==> config.mk <==
export PLATFORM = sky130hd
export DESIGN_NAME = uart_host_rx
export DESIGN_NICKNAME = d
export VERILOG_FILES = /design/src/rtl/uart_host_rx_pkg.sv /design/src/rtl/uart_host_rx_fifo.sv /design/src/rtl/uart_host_rx.sv
export SDC_FILE = /design/constraint.sdc
export NUM_CORES = 1
export LEC_CHECK = 0
export BUFFER_PORTS_ARGS = -buffer_cell sky130_fd_sc_hd__buf_2
export CORE_ASPECT_RATIO = 1.4
export CORE_MARGIN = 5
export CORE_UTILIZATION = 55
export DETAILED_ROUTE_END_ITERATION = 10
export PLACE_DENSITY = 0.8
export SYNTH_ARGS = -nofsm -noshare
export SYNTH_HDL_FRONTEND = slang
export SYNTH_SLANG_ARGS = --single-unit
==> constraint.sdc <==
create_clock -name clk_i -period 2.7 [get_ports clk_i]
set_input_delay 0.27 -clock clk_i [delete_from_list [all_inputs] [get_ports clk_i]]
set_output_delay 0.27 -clock clk_i [all_outputs]
set_load 0.05 [all_outputs]
==> src/rtl/uart_host_rx_pkg.sv <==
// Shared constants and FSM state type for the uart_host_rx receiver.
// The StParity state exists only when UART_HOST_RX_PARITY_EN is defined.
package uart_host_rx_pkg;

  localparam int unsigned DATA_BITS   = 8;
  localparam int unsigned SYNC_STAGES = 2;

  typedef enum logic [2:0] {
    StIdle,
    StStart,
    StData,
`ifdef UART_HOST_RX_PARITY_EN
    StParity,
`endif
    StStop
  } state_e;

endpackage

==> src/rtl/uart_host_rx_fifo.sv <==
// Receive FIFO with extra-bit pointers; a push into a full FIFO is accepted only alongside a pop.
// rdata reads as zero while the FIFO is empty.
module uart_host_rx_fifo #(
  parameter int unsigned WIDTH = 8,
  parameter int unsigned DEPTH = 4
) (
  input  logic             clk,
  input  logic             rst,
  input  logic             push,
  input  logic [WIDTH-1:0] wdata,
  output logic             full,
  input  logic             pop,
  output logic [WIDTH-1:0] rdata,
  output logic             empty
);

  localparam int unsigned AW = $clog2(DEPTH);
  localparam logic [AW:0] PtrOne = (AW + 1)'(1);

  logic [AW:0]      wptr_q, rptr_q;
  logic [WIDTH-1:0] mem_q [DEPTH];
  logic             do_push, do_pop;

  assign empty   = (wptr_q == rptr_q);
  assign full    = (wptr_q[AW] != rptr_q[AW]) && (wptr_q[AW-1:0] == rptr_q[AW-1:0]);
  assign do_pop  = pop && !empty;
  assign do_push = push && (!full || do_pop);
  assign rdata   = empty ? '0 : mem_q[rptr_q[AW-1:0]];

  always_ff @(posedge clk) begin
    if (rst) begin
      wptr_q <= '0;
      rptr_q <= '0;
    end else begin
      if (do_push) wptr_q <= wptr_q + PtrOne;
      if (do_pop)  rptr_q <= rptr_q + PtrOne;
    end
  end

  always_ff @(posedge clk) begin
    if (do_push) mem_q[wptr_q[AW-1:0]] <= wdata;
  end

endmodule

==> src/rtl/uart_host_rx.sv <==
// Host-side UART receiver: synchronised rx line, 8-bit frame FSM, receive FIFO.
// Define UART_HOST_RX_PARITY_EN for an even parity bit and the parity_err_o port.
module uart_host_rx
  import uart_host_rx_pkg::*;
#(
  parameter int unsigned CLK_DIV    = 16,
  parameter int unsigned FIFO_DEPTH = 4
) (
  input  logic       clk_i,
  input  logic       rst_i,
  input  logic       rx_i,
  output logic [7:0] rdata_o,
  output logic       rvalid_o,
  input  logic       rready_i,
  output logic       frame_err_o,
  output logic       overflow_o,
`ifdef UART_HOST_RX_PARITY_EN
  output logic       parity_err_o,
`endif
  output logic       busy_o
);

  localparam int unsigned CntW = $clog2(CLK_DIV);
  localparam int unsigned BitW = $clog2(DATA_BITS);
  localparam logic [CntW-1:0] CntFull = CntW'(CLK_DIV - 1);
  localparam logic [CntW-1:0] CntHalf = CntW'(CLK_DIV / 2 - 1);
  localparam logic [CntW-1:0] CntOne  = CntW'(1);
  localparam logic [BitW-1:0] LastBit = BitW'(DATA_BITS - 1);
  localparam logic [BitW-1:0] BitOne  = BitW'(1);

  logic [SYNC_STAGES-1:0] sync_q;
  logic                   rx_s, rx_prev_q;
  state_e                 state_q, state_d;
  logic [CntW-1:0]        cnt_q, cnt_d;
  logic [BitW-1:0]        bit_q, bit_d;
  logic [DATA_BITS-1:0]   shift_q, shift_d;
  logic                   hold_q, hold_d;
  logic                   discard_q, discard_d;
  logic                   cnt_zero, push, frame_err;
  logic                   fifo_full, fifo_empty, pop;
`ifdef UART_HOST_RX_PARITY_EN
  logic                   parity_err;
`endif

  assign rx_s     = sync_q[SYNC_STAGES-1];
  assign cnt_zero = (cnt_q == '0);

  always_ff @(posedge clk_i) begin
    if (rst_i) begin
      sync_q    <= '1;
      rx_prev_q <= 1'b1;
      state_q   <= StIdle;
      cnt_q     <= '0;
      bit_q     <= '0;
      shift_q   <= '0;
      hold_q    <= 1'b0;
      discard_q <= 1'b0;
    end else begin
      sync_q    <= {sync_q[SYNC_STAGES-2:0], rx_i};
      rx_prev_q <= rx_s;
      state_q   <= state_d;
      cnt_q     <= cnt_d;
      bit_q     <= bit_d;
      shift_q   <= shift_d;
      hold_q    <= hold_d;
      discard_q <= discard_d;
    end
  end

  always_comb begin
    state_d   = state_q;
    cnt_d     = cnt_q;
    bit_d     = bit_q;
    shift_d   = shift_q;
    hold_d    = hold_q;
    discard_d = discard_q;
    unique case (state_q)
      StIdle: begin
        if (rx_prev_q && !rx_s) begin
          state_d   = StStart;
          cnt_d     = CntHalf;
          discard_d = 1'b0;
        end
      end
      StStart: begin
        if (!cnt_zero) begin
          cnt_d = cnt_q - CntOne;
        end else if (!rx_s) begin
          state_d = StData;
          cnt_d   = CntFull;
          bit_d   = '0;
        end else begin
          state_d = StIdle;
        end
      end
      StData: begin
        if (!cnt_zero) begin
          cnt_d = cnt_q - CntOne;
        end else begin
          shift_d = {rx_s, shift_q[DATA_BITS-1:1]};
          cnt_d   = CntFull;
          bit_d   = bit_q + BitOne;
`ifdef UART_HOST_RX_PARITY_EN
          if (bit_q == LastBit) state_d = StParity;
`else
          if (bit_q == LastBit) state_d = StStop;
`endif
        end
      end
`ifdef UART_HOST_RX_PARITY_EN
      StParity: begin
        if (!cnt_zero) begin
          cnt_d = cnt_q - CntOne;
        end else begin
          discard_d = (rx_s != ^shift_q);
          state_d   = StStop;
          cnt_d     = CntFull;
        end
      end
`endif
      StStop: begin
        // After a low stop bit, wait for the line to go idle before accepting a new start.
        if (hold_q) begin
          if (rx_s) begin
            state_d = StIdle;
            hold_d  = 1'b0;
          end
        end else if (!cnt_zero) begin
          cnt_d = cnt_q - CntOne;
        end else if (rx_s) begin
          state_d = StIdle;
        end else begin
          hold_d = 1'b1;
        end
      end
      default: state_d = StIdle;
    endcase
  end

  always_comb begin
    push      = 1'b0;
    frame_err = 1'b0;
    if (state_q == StStop && !hold_q && cnt_zero) begin
      push      = rx_s && !discard_q;
      frame_err = !rx_s;
    end
`ifdef UART_HOST_RX_PARITY_EN
    parity_err = (state_q == StParity) && cnt_zero && (rx_s != ^shift_q);
`endif
  end

  uart_host_rx_fifo #(
    .WIDTH(DATA_BITS),
    .DEPTH(FIFO_DEPTH)
  ) u_fifo (
    .clk  (clk_i),
    .rst  (rst_i),
    .push (push),
    .wdata(shift_q),
    .full (fifo_full),
    .pop  (pop),
    .rdata(rdata_o),
    .empty(fifo_empty)
  );

  assign rvalid_o    = !fifo_empty;
  assign pop         = rvalid_o && rready_i;
  assign overflow_o  = push && fifo_full && !pop;
  assign frame_err_o = frame_err;
  assign busy_o      = (state_q != StIdle);
`ifdef UART_HOST_RX_PARITY_EN
  assign parity_err_o = parity_err;
`endif

endmodule

==> out/metrics.csv <==
stage;metric;value;unit
timing;slew_viol_final;0;
layout;fin_area;3149;sq um
worst_hold_path;hold_class;input pin to flop;
timing;period_share;0.8991;
layout;layout-drive-gt1-share;0.2087;
timing;setup_tns;0;ns
floorplan;fp.dieH;94.30;um
detailed_routing;drtIter0Drc;122;
worst_setup_path;critPathCaptureType;primary output;
timing;post-route-min-period;2.428;ns
cts;post-cts-setup-buffers;0;
layout;diodes;0;
floorplan;fp.coreArea;4880;sq um
global_routing;grt_pass1_wl;8.445;mm
cts;cts_hold_buf;0;
layout;fillers;370;
layout;area_growth;12.82;%
worst_setup_path;cp-start-kind;flop;
synth;synth_cell_types;51;
synth;synth_nets;247;
worst_setup_path;arrival;2.16;ns
global_routing;grt_max_degree;34;
timing;worst_clock_skew;0.008669;ns
synth;syn_area;2791;sq um
cts;clock_sinks;61;
placed_design;place_area;2927;sq um
cts;cts-resized-gates;0;
floorplan;fp.dieArea;6620;sq um
synth;synth-xor-area-share;0.01569;
cts;insertion_delay;0.34;ns
detailed_routing;drc;0;
floorplan;initial_core_util;0.5721;
timing;setup_viol;0;
synth;async_flop_share;0;
global_routing;grt_pass1_vias;1737;
timing;slew_headroom;0.3014;
status;outcome;finished, final reports clean;
synth;syn_area_per_cell;12.14;sq um
timing;hold_violations;0;
global_routing;antenna_found_initial;0;
placed_design;hpwl;3.419;mm
detailed_routing;wl;5.003;mm
synth;synth_ff_type;edfxtp_1;
power_and_ir_drop;peakVddDrop;0.6329;mV
timing;clock.fmax;0.4119;GHz
layout;multiInputGateArea;1166;sq um
power_and_ir_drop;leakagePower;1.166;nW
global_routing;grt.overflow.total;0;
synth;synth_fa_ha_area_frac;0.05827;
timing;rsz0062_at_grt;no;
synth;synth-seq-cells;61;
detailed_routing;post_drt_wl_per_cell;15.73;um
layout;layout.nets;266;
worst_setup_path;critical_path_class;flop to primary output;
detailed_routing;antenna_left;0;
cts;cts_tree;yes;
floorplan;row_count;30;
synth;synth_edf_count;32;
global_routing;grt.total_usage;0.1691;
timing;tightest_slew;1.040;ns
synth;synth_top_family_by_area;simple AND/OR/NAND/NOR gates;
power_and_ir_drop;powerDensity;756.8;nW/um^2
cts;path_clk_slew;0.07;ns
cts;cts-root-buf;clkbuf_8;
synth;synth-compound-area-share;0.1085;
synth;syn_inst;230;
cts;cts-htree-levels;3;
floorplan;die_w;70.21;um
placed_design;gp_congestion;0.8108;
worst_setup_path;crit_path_max_fanout;9;
synth;synth_simple_gate_area_frac;0.1560;
detailed_routing;routed_via_density;5.632;
synth;synthMuxAreaShare;0.07934;
cts;numCtsBuffers;9;
synth;synth_warnings;0;
layout;regArea;1541;sq um
worst_setup_path;worstPathRequired;2.43;ns
synth;ys_seq_area_frac;0.5522;
cts;cts_max_path_buffers;2;
power_and_ir_drop;finalPower;2.383;mW
floorplan;io_pins;16;
detailed_routing;dr.pass1.iters;5;
detailed_routing;via_count;1791;
placed_design;port-buffer-count;15;
flow_run;max-cap-violations;0;
synthesized netlist by cell type (2+ instances only):
| cell | instances | area, sq um |
|---|---|---|
| edfxtp_1 | 32 | 960.9 |
| dfxtp_1 | 29 | 580.6 |
| nand2_1 | 19 | 71.32 |
| a21oi_1 | 18 | 90.09 |
| ha_1 | 13 | 162.7 |
| nor2b_1 | 12 | 75.07 |
| inv_1 | 11 | 41.29 |
| nor2_1 | 11 | 41.29 |
| mux4_2 | 8 | 180.2 |
| clkbuf_1 | 5 | 18.77 |
| nor3_1 | 5 | 25.02 |
| xor2_1 | 5 | 43.79 |
| and2_1 | 4 | 25.02 |
| buf_2 | 4 | 20.02 |
| nand2b_1 | 4 | 25.02 |
| or2_2 | 4 | 25.02 |
| mux2i_1 | 3 | 30.03 |
| o22ai_1 | 3 | 18.77 |
| o31ai_1 | 3 | 22.52 |
| a211oi_1 | 2 | 15.01 |
| a22oi_1 | 2 | 15.01 |
| and3_1 | 2 | 12.51 |
| o32ai_1 | 2 | 17.52 |
| o41ai_1 | 2 | 17.52 |
cells in the final DEF, fill, tap and decap left out, types with 3 or more instances in the layout:
master,instances
nand2_1,19
and2_1,4
nand2b_1,4
buf_4,3
nor3_1,5
o22ai_1,3
buf_2,15
nor2_1,11
xor2_1,5
nor2b_1,12
inv_1,11
edfxtp_1,32
mux4_2,8
or2_2,4
a21oi_1,18
clkbuf_8,9
dfxtp_1,29
o31ai_1,3
ha_1,13
mux2i_1,3
path summary, 6_finish.rpt:
path / startpoint / endpoint / slack [ns] / cells after the start
hold / removal: rx_i / sync_q[0]$_SDFF_PP1_ / 0.12 / 2
setup reg to reg: cnt_q[1]$_SDFFE_PP0P_ / u_fifo.mem_q[1][1]$_DFFE_PP_ / 0.52 / 6
hold reg to reg: sync_q[0]$_SDFF_PP1_ / sync_q[1]$_SDFF_PP1_ / 0.41 / 1
setup / recovery: u_fifo.wptr_q[1]$_SDFFE_PP0N_ / rdata_o[7] / 0.27 / 4
registers in the layout, indices dropped and copies added (netlist names), 2 cells and up, named ones only:
signal and cells:
u_fifo.rptr_q 3, u_fifo.mem_q 32, bit_q 3, shift_q 8, state_q 2, cnt_q 4, sync_q 2, u_fifo.wptr_q 3
critical path, stage by stage (launching register included):
cell,delay (ns)
dfxtp_1,0.43
xor2_1,0.16
nor3_1,0.87
nor2b_1,0.10
buf_2,0.25
through the flow:
stage | utilization | setup slack, ns | cells | hold WS, ns
detailed placement | 0.5997 | 0.5082 | 302 | 0.3923
CTS | 0.6454 | 0.1961 | 318 | 0.1014
finish | 0.6454 | 0.2725 | 318 | 0.1173
floorplan | - | 0.2193 | 230 | 0.3738
global placement | 0.5997 | 0.5329 | 302 | 0.3919
global route | 0.6454 | 0.01599 | 318 | 0.1153
where the power goes:
part	internal [mW]	switching (mW)
clock	0.524	0.376
combinational	0.181	0.269
sequential	0.994	0.0398
metal layers:
| metal | track usage | wire, um | vias to the layer above |
|---|---|---|---|
| li1 | - | - | 889 |
| met1 | 0.1761 | 1958 | 864 |
| met2 | 0.3186 | 2798 | 32 |
| met3 | 0.04176 | 169 | 6 |
| met4 | 0.07188 | 76 | 0 |
| met5 | 0 | 0 | - |
cells by family after synthesis:
family	Yosys count
AND/OR/NAND/NOR	74
flip-flops	61
AO/OA/AOI/OAI	44
buffers and inverters	21
adder cells (fa/ha/maj)	13
multiplexers	12
XOR/XNOR	5
final cells by class:
class                   instances  share of cell area
clock buffers                   9             0.03933
well taps                      64             0.02543
clock inverters                 7             0.03139
inverters                      11             0.01311
repair buffers                 18             0.03099
flip-flops and latches         61              0.4895
multi-input cells             148              0.3703
No activity file was read; power rests on OpenSTA's default activity.
